$ cat config.mk
export PLATFORM = sky130hd
export DESIGN_NAME = kb_scan_ctrl
export DESIGN_NICKNAME = d
export VERILOG_FILES = /design/src/rtl/kb_scan_ctrl.sv
export SDC_FILE = /design/constraint.sdc
export NUM_CORES = 1
export LEC_CHECK = 0
export BUFFER_PORTS_ARGS = -buffer_cell sky130_fd_sc_hd__buf_2
export CAP_MARGIN = 20
export CORE_UTILIZATION = 35
export CTS_CLUSTER_DIAMETER = 30
export DETAILED_ROUTE_END_ITERATION = 10
export PLACE_DENSITY = 0.61
export REMOVE_ABC_BUFFERS = 1
export SETUP_SLACK_MARGIN = 0.05
export SYNTH_ARGS = -nofsm -noshare
export SYNTH_HDL_FRONTEND = slang
export SYNTH_SLANG_ARGS = --single-unit
$ cat constraint.sdc
create_clock -name i_clk -period 7.2 [get_ports i_clk]
set_clock_uncertainty 0.15 [all_clocks]
set_input_delay 0.36 -clock i_clk [delete_from_list [all_inputs] [get_ports i_clk]]
set_output_delay 0.36 -clock i_clk [all_outputs]
set_load 0.05 [all_outputs]
$ cat src/rtl/kb_scan_ctrl.sv
// PS/2 scan-code decoder: synchronises the byte receiver's done level, strips E0/F0/E1 prefixes, queues events in a FWFT FIFO.
// Optional typematic-repeat suppression is enabled by defining KB_TYPEMATIC_FILTER_EN.
module kb_scan_ctrl #(
    parameter int FIFO_DEPTH     = 8,
    parameter int TIMEOUT_CYCLES = 2000000
) (
    input  logic       i_clk,
    input  logic       i_rst_n,
    input  logic       i_frame_done,
    input  logic [7:0] i_frame_data,
    input  logic       i_evt_ready,
    input  logic       i_clr_ovf,
    output logic       o_evt_valid,
    output logic [7:0] o_evt_code,
    output logic       o_evt_ext,
    output logic       o_evt_break,
    output logic       o_overflow,
    output logic [4:0] o_fifo_count
);

    localparam int              AW       = $clog2(FIFO_DEPTH);
    localparam int              TW       = $clog2(TIMEOUT_CYCLES + 1);
    localparam logic [TW-1:0]   TMO_LAST = TW'(TIMEOUT_CYCLES - 1);
    localparam logic [4:0]      DEPTH    = 5'(FIFO_DEPTH);

    typedef enum logic [2:0] {
        ST_IDLE = 3'd0,
        ST_E0   = 3'd1,
        ST_F0   = 3'd2,
        ST_E0F0 = 3'd3,
        ST_SKIP = 3'd4
    } state_t;

    function automatic logic is_ignored(input logic [7:0] b);
        case (b)
            8'hFA, 8'hAA, 8'hEE, 8'hFC, 8'h00, 8'hFF: is_ignored = 1'b1;
            default:                                  is_ignored = 1'b0;
        endcase
    endfunction

    function automatic logic is_fake_shift(input logic [7:0] b);
        case (b)
            8'h12, 8'h59: is_fake_shift = 1'b1;
            default:      is_fake_shift = 1'b0;
        endcase
    endfunction

    logic          sync1_r, sync2_r, sync3_r;
    logic [1:0]    settle_cnt_r;
    logic          armed_r;
    logic          strobe_s;
    state_t        state_r;
    logic [2:0]    skip_cnt_r;
    logic [TW-1:0] tmo_cnt_r;
    logic          push_r;
    logic [7:0]    push_code_r;
    logic          push_ext_r;
    logic          push_brk_r;
    logic          dup_s;
    logic [9:0]    mem_r [FIFO_DEPTH];
    logic [AW-1:0] wr_ptr_r, rd_ptr_r;
    logic [4:0]    count_r;
    logic          overflow_r;
    logic          pop_s;
    logic          push_ok_s;
    logic [9:0]    head_s;

    // Done-level synchroniser; strobes stay disarmed until done has been seen low after reset
    always_ff @(posedge i_clk or negedge i_rst_n) begin
        if (!i_rst_n) begin
            sync1_r      <= 1'b0;
            sync2_r      <= 1'b0;
            sync3_r      <= 1'b0;
            settle_cnt_r <= 2'd0;
            armed_r      <= 1'b0;
        end else begin
            sync1_r <= i_frame_done;
            sync2_r <= sync1_r;
            sync3_r <= sync2_r;
            if (settle_cnt_r != 2'd2) begin
                settle_cnt_r <= settle_cnt_r + 2'd1;
            end
            if (settle_cnt_r == 2'd2 && !sync2_r) begin
                armed_r <= 1'b1;
            end
        end
    end

    assign strobe_s = sync2_r & ~sync3_r & armed_r;

`ifdef KB_TYPEMATIC_FILTER_EN
    logic       held_valid_r;
    logic [7:0] held_code_r;
    logic       held_ext_r;

    // Remember the last make pushed until its break arrives
    always_ff @(posedge i_clk or negedge i_rst_n) begin
        if (!i_rst_n) begin
            held_valid_r <= 1'b0;
            held_code_r  <= 8'h00;
            held_ext_r   <= 1'b0;
        end else if (push_r) begin
            if (!push_brk_r) begin
                held_valid_r <= 1'b1;
                held_code_r  <= push_code_r;
                held_ext_r   <= push_ext_r;
            end else if (held_valid_r && held_code_r == push_code_r && held_ext_r == push_ext_r) begin
                held_valid_r <= 1'b0;
            end
        end
    end

    assign dup_s = held_valid_r && (held_code_r == i_frame_data) && (held_ext_r == (state_r == ST_E0));
`else
    assign dup_s = 1'b0;
`endif

    // Prefix decoder with prefix timeout; emits at most one push per strobe
    always_ff @(posedge i_clk or negedge i_rst_n) begin
        if (!i_rst_n) begin
            state_r     <= ST_IDLE;
            skip_cnt_r  <= 3'd0;
            tmo_cnt_r   <= '0;
            push_r      <= 1'b0;
            push_code_r <= 8'h00;
            push_ext_r  <= 1'b0;
            push_brk_r  <= 1'b0;
        end else begin
            push_r <= 1'b0;
            if (strobe_s) begin
                tmo_cnt_r   <= '0;
                push_code_r <= i_frame_data;
                case (state_r)
                    ST_IDLE: begin
                        if (i_frame_data == 8'hE0) begin
                            state_r <= ST_E0;
                        end else if (i_frame_data == 8'hF0) begin
                            state_r <= ST_F0;
                        end else if (i_frame_data == 8'hE1) begin
                            state_r    <= ST_SKIP;
                            skip_cnt_r <= 3'd7;
                        end else if (!is_ignored(i_frame_data) && !dup_s) begin
                            push_r     <= 1'b1;
                            push_ext_r <= 1'b0;
                            push_brk_r <= 1'b0;
                        end
                    end
                    ST_E0: begin
                        if (i_frame_data == 8'hF0) begin
                            state_r <= ST_E0F0;
                        end else begin
                            state_r <= ST_IDLE;
                            if (!is_fake_shift(i_frame_data) && !dup_s) begin
                                push_r     <= 1'b1;
                                push_ext_r <= 1'b1;
                                push_brk_r <= 1'b0;
                            end
                        end
                    end
                    ST_F0: begin
                        state_r    <= ST_IDLE;
                        push_r     <= 1'b1;
                        push_ext_r <= 1'b0;
                        push_brk_r <= 1'b1;
                    end
                    ST_E0F0: begin
                        state_r <= ST_IDLE;
                        if (!is_fake_shift(i_frame_data)) begin
                            push_r     <= 1'b1;
                            push_ext_r <= 1'b1;
                            push_brk_r <= 1'b1;
                        end
                    end
                    ST_SKIP: begin
                        if (skip_cnt_r <= 3'd1) begin
                            skip_cnt_r <= 3'd0;
                            state_r    <= ST_IDLE;
                        end else begin
                            skip_cnt_r <= skip_cnt_r - 3'd1;
                        end
                    end
                    default: state_r <= ST_IDLE;
                endcase
            end else if (state_r != ST_IDLE) begin
                if (tmo_cnt_r == TMO_LAST) begin
                    state_r    <= ST_IDLE;
                    tmo_cnt_r  <= '0;
                    skip_cnt_r <= 3'd0;
                end else begin
                    tmo_cnt_r <= tmo_cnt_r + 1'b1;
                end
            end else begin
                tmo_cnt_r <= '0;
            end
        end
    end

    assign pop_s     = (count_r != 5'd0) && i_evt_ready;
    assign push_ok_s = push_r && ((count_r != DEPTH) || pop_s);

    // Event storage
    always_ff @(posedge i_clk or negedge i_rst_n) begin
        if (!i_rst_n) begin
            for (int i = 0; i < FIFO_DEPTH; i++) begin
                mem_r[i] <= 10'd0;
            end
        end else if (push_ok_s) begin
            mem_r[wr_ptr_r] <= {push_ext_r, push_brk_r, push_code_r};
        end
    end

    // FIFO pointers, occupancy and sticky overflow (a set beats a clear)
    always_ff @(posedge i_clk or negedge i_rst_n) begin
        if (!i_rst_n) begin
            wr_ptr_r   <= '0;
            rd_ptr_r   <= '0;
            count_r    <= 5'd0;
            overflow_r <= 1'b0;
        end else begin
            if (push_ok_s) begin
                wr_ptr_r <= wr_ptr_r + AW'(1);
            end
            if (pop_s) begin
                rd_ptr_r <= rd_ptr_r + AW'(1);
            end
            case ({push_ok_s, pop_s})
                2'b10:   count_r <= count_r + 5'd1;
                2'b01:   count_r <= count_r - 5'd1;
                default: count_r <= count_r;
            endcase
            if (push_r && (count_r == DEPTH) && !pop_s) begin
                overflow_r <= 1'b1;
            end else if (i_clr_ovf) begin
                overflow_r <= 1'b0;
            end
        end
    end

    assign head_s       = mem_r[rd_ptr_r];
    assign o_evt_valid  = (count_r != 5'd0);
    assign o_evt_code   = head_s[7:0];
    assign o_evt_break  = head_s[8];
    assign o_evt_ext    = head_s[9];
    assign o_overflow   = overflow_r;
    assign o_fifo_count = count_r;

endmodule

[After elaboration in Yosys (flattened, before gate mapping)]
Cells that the tools add are included.
Storage, ports and cells
  output and inout port bits: 17
  logic and storage cells: 156
  input bits: 13
  bits in registers: 136
Operators by class
  bitwise operators: 5
  $add $sub $neg: 7
  muxes and demuxes: 59
  reductions and logical operators: 23
  magnitude comparators: 4
  equality and inequality tests: 34
Operators by type and width (number)
  80-bit bitwise mux: 1
  8-bit equality test, second input constant: 8
  21-bit 2-to-1 mux: 3
  3-bit 2-to-1 mux: 12
  1-bit 2-to-1 mux: 31
  10-bit binary-select mux with 3-bit select: 1
  10-bit demux with 3-bit select: 1
  10-bit 2-to-1 mux: 3
  21-bit by 1-bit adder with 21-bit output, second input constant: 1
  21-bit equality test, second input constant: 1
  2-bit != test, second input constant: 8
  3-bit != test, second input constant: 4
  1-bit case mux with 4 select lines: 3
  5-bit case mux with 2 select lines: 1
  3-bit case mux with 3 select lines: 1
  9-bit AND reduction: 1
  8-bit by 5-bit equality test with 1-bit output, second input constant: 1
  8-bit by 7-bit equality test with 1-bit output, second input constant: 1
  4-bit >= comparator, second input constant: 2
  8-bit logical NOT: 1
  3-bit NOT with 4-bit output: 2
  2-bit nonzero test: 4
  3-bit by 1-bit adder with 3-bit output, second input constant: 2
  3-bit by 2-bit equality test with 1-bit output, second input constant: 2
  other kinds (29): 37

[Depth between registers and ports, before layout]
  word-level depth: 14
  mapped depth: 11
  gate-level depth less buffers: 10

[Worst setup path before layout]
No wires, ideal clock.
  kind: reg2reg
  start: register count_r[4], in the netlist o_fifo_count[4]
  end: register count_r[4], in the netlist o_fifo_count[4]
  buffers on the path: 1
  arrival time: 3314 ps
  stages on the path, launching flop included: 12
  path slack: 3592 ps
  cells stage by stage: dfrtp_1 > or4_4 > or2_1 > and2_1 > buf_2 > ha_1 > fa_1 > a21o_1 > a21oi_1 > xor2_1 > nor2_1 > xor2_1
Between the ends
  cells in the longest elaborated chain, start to end: 6
Ends and longest elaborated chain
  from (decl): line 62  | logic [4:0] count_r;
  from (signal assigned): line 227  | 2'b10: count_r <= count_r + 5'd1;
  from (signal assigned): line 228  | 2'b01: count_r <= count_r - 5'd1;
  from (signal assigned): line 229  | default: count_r <= count_r;
  5-bit nonzero test *
  named net o_evt_valid: line 13  | output logic o_evt_valid,
  1-bit logical AND *: line 198  | assign pop_s = (count_r != 5'd0) && i_evt_ready;
  1-bit logical OR: line 199  | assign push_ok_s = push_r && ((count_r != DEPTH) || pop_s);
  1-bit logical AND: line 199
  2-bit by 1-bit equality test with 1-bit output / 2-bit equality test (equally long branches): line 226  | case ({push_ok_s, pop_s})
  5-bit case mux with 2 select lines / 2-bit nonzero test (equally long branches)
The timed path passes the listed nets; every way through them passes the cells marked *.
A chain may end at the register's enable or synchronous reset.

[Final worst setup path]
  start: register count_r[4], in the netlist o_fifo_count[4]
  end: register count_r[4], in the netlist o_fifo_count[4]
Between the ends
  cells in the longest elaborated chain, start to end: 6
Ends and longest elaborated chain (line)
  5-bit nonzero test: 198
  1-bit logical AND: 198
  1-bit logical OR: 199
  1-bit logical AND: 199
  2-bit by 1-bit equality test with 1-bit output / 2-bit equality test (equally long branches): 226
  5-bit case mux with 2 select lines / 2-bit nonzero test (equally long branches)
Several ways; a longest one is shown, not always the timed one.

==> impl_results.md <==
- Fillers: about 1700
- Post-synth top area cell: dfrtp_1
- Layout area overhead: 15.71%
- CTS root buffer: clkbuf_16
- First-pass GRT wire length: roughly 21000 um
- Postcts setup bufs: 0
- Final WS setup: 4015 ps
- CTS Buffer Depth: 2
- WL per Instance: ~17 um
- Hold_buf cts: 3
- CTS tree: built
- CTS Buf Count: 17
- Remaining DRCs: 0
- Post-synth EDFFs: 0
- Worst Tran Pin Value: about 1100 ps
- Total gr overflow: 0
- CTS clk-pin slew, worst paths: about 60 ps
- Yosys top cell area share: between 50% and 60%
- Post-route cell area: around 7500 sq um
- Hold Path Class: input pin to flip-flop
- Async SR Flop Fraction: 100.0%
- Worst skew pair latency: just over 400 ps
- Setup CP Type: flip-flop to flip-flop
- Tmin final: around 3200 ps
- Internal power: ~2.0 mW
- Clock Sinks: about 140
- Register area: 3403 sq um
- Nets: around 550
- Initial Util: a little over a third
- Placement Cell Area: 6815 sq um
- Power Density: about 400 nW/um^2
- Vias in the first global route: around 4000
- H-tree levels: 4
- Sequential share of power: around two fifths
- Core Footprint: 18020 sq um
- Cells after DPL: 727
- Share of post-route cells with drive strength above 1: between 30% and 40%
- Worst reg2reg path startpoint: o_fifo_count[4]
- Clk pwr share: 27.1%
- Syn Inst Count: 483
- Post-route ant nets: 0
- Via density: slightly above 5
- Multi-input logic area: around 2900 sq um
- Pre-CTS WS: 4024 ps
- Critical Path AT: between 3000 and 4000 ps
- Synth area leaders: dfrtp_1 (53%), mux2_2 (17%), mux4_2 (7.0%)
- Routability Congestion: between 0.7 and 0.8
- Count of cell types in the netlist: 52
- Diode count: 0
- Initial antenna violation count: 1
- Via Count: ~3900
- Sequential area share after synthesis: a little over half
- Final wirelength: between 10000 and 15000 um
- Final Cycle Share: between 40% and 50%
- Worst setup EP type: flip-flop
- Die Area: between 15000 and 20000 sq um
- Number of port buffers: 29
- Ports: 30
- RSZ-0062 raised after global routing: false
- Largest net degree at the start of global routing: roughly 80
- Finished Layout Cells: 764
- Relative slew slack: between 20% and 30%
- DIE WIDTH: 137.7 um
- CP required: 7350 ps
- Tot GR Track Use: between 10% and 20%
- Min-delay src: i_frame_data[5]
- Switching portion of total power: between 30% and 40%
- Setup violators final: 0
- Lkg Pwr: 3.224 nW
- Avg Cell Area, Syn: about 13 sq um
- First DRT Iteration DRCs: between 150 and 200
- Combinational cell fraction of total power: 33.4%
- Max FO, Critical Path: 5
- Synthesis-stage register bit count: 136
- Fin. max-slew vios: 0
- Final hold vios: 0
- TritonRoute pass-1 iters: 4
- Final HPWL DP: ~8600 um
- Critical path origin: o_fifo_count[4]
- Worst Setup Start Kind: flip-flop
- Peak supply drop: 0.0003981 V
- Setup TNS: 0 ps
- Rows: slightly below 50
- FMAX: 313.9 MHz
- Reported net switching power: between 1 and 1.5 mW
- Max-cap violations: 0
- Netlist area before placement: about 6400 sq um
- Cts repair resizes: 0
- Most common flop cell mapped by yosys: dfrtp_1
- Ys Warns: 0
- Outcome: complete, no violations
- Die Y: between 100 and 150 um
[critical path, cell delays in order, from the launching register on]
cell	delay [ps]
dfrtp_1	410
or4_4	590
or2_1	240
and2_1	210
ha_1	280
fa_1	440
a21o_1	180
a21oi_1	180
xor2_1	170
nor2_1	60
xor2_1	140
[metal layers]
layer  GRT usage [%]  part of all wire (%)  vias to the layer above
li1                -                     -                     1835
met1           18.14                    43                     2038
met2           26.16                    53                       46
met3           3.937                   3.0                       10
met4           4.884                  0.71                        2
met5               0                 0.099                        -
[final timing paths]
path,endpoint,slack [ps],depth (start not counted)
max,o_fifo_count[4],4010,10
min,push_code_r[5],140,2
max reg2reg,o_fifo_count[4],4010,10
min reg2reg,sync2_r,230,0
max in group asynchronous,tmo_cnt_r[4],5440,4
min in group asynchronous,wr_ptr_r[2],400,2
[layout make-up]
type	instances	share of cell area, %
flip-flops and latches	136	45.65
multi-input cells	318	38.98
clock buffers	20	6.125
well taps	229	3.843
repair buffers	38	3.306
clock inverters	12	1.544
inverters	11	0.5538
[kinds of logic after synthesis]
| kind of cell | Yosys count | synth area share [%] |
|---|---|---|
| flops | 136 | 52.82 |
| simple gates | 124 | 10.31 |
| mux | 120 | 24.52 |
| compound gates | 32 | 3.864 |
| xor+xnor | 32 | 4.350 |
| buf+inv | 29 | 2.078 |
| fa+ha+maj | 10 | 2.058 |
[placed cells by master, fill, tap and decap left out, types with 4 or more instances in the layout]
master	synthesis	layout
nand2_1	23	23
xor2_1	20	20
nor3_1	8	8
buf_4	0	5
clkbuf_16	0	17
nor2_1	35	35
mux4_2	20	20
inv_1	11	11
buf_2	7	28
dfrtp_1	136	136
nor3_2	4	4
ha_1	9	9
nand3_1	11	11
xnor2_1	12	12
o21ai_0	8	8
a21o_1	5	5
or4_1	5	5
nand4_1	6	6
mux2_2	99	99
inv_6	0	4
[state kept, by name, summed over array words and instances (netlist names)]
signal and count:
armed_r 1, tmo_cnt_r 21, sync2_r 1, push_ext_r 1
o_overflow 1, push_r 1, wr_ptr_r 3, push_brk_r 1
sync1_r 1, rd_ptr_r 3, state_r 3, push_code_r 8
skip_cnt_r 3, sync3_r 1, mem_r 80, o_fifo_count 5
settle_cnt_r 2
[synthesized netlist by cell type, drive strengths merged (3+ instances only)]
master  count
a21o        5
a21oi       3
a32o        3
and3        3
buf         9
clkbuf      9
dfrtp     136
ha          9
inv        11
mux2      100
mux4       20
nand2      23
nand2b      3
nand3      11
nand4       6
nor2       38
nor3       12
nor3b       3
nor4        3
nor4b       3
o21ai      10
or2         4
or4         6
xnor2      12
xor2       20
[stage by stage]
step | hold slack, ps | total power, mW | util [%]
CTS | 112.1 | 3.088 | 41.15
floorplan | -85.59 | 1.976 | -
global placement | 212.2 | 2.189 | 37.81
detailed placement | 214.4 | 2.243 | 37.81
finish | 138.0 | 3.049 | 41.36
global route | 126.7 | 3.220 | 41.36
[power groups by stage]
stage	clock [mW]	sequential [mW]	combinational, mW
6_report	0.826	1.20	1.02
4_1_cts	0.851	1.21	1.03
5_1_grt	0.879	1.24	1.10
3_5_place_dp	0	1.22	1.03
3_3_place_gp	0	1.20	0.994
2_1_floorplan	0	1.21	0.768
(Power assumes the default switching activity.)
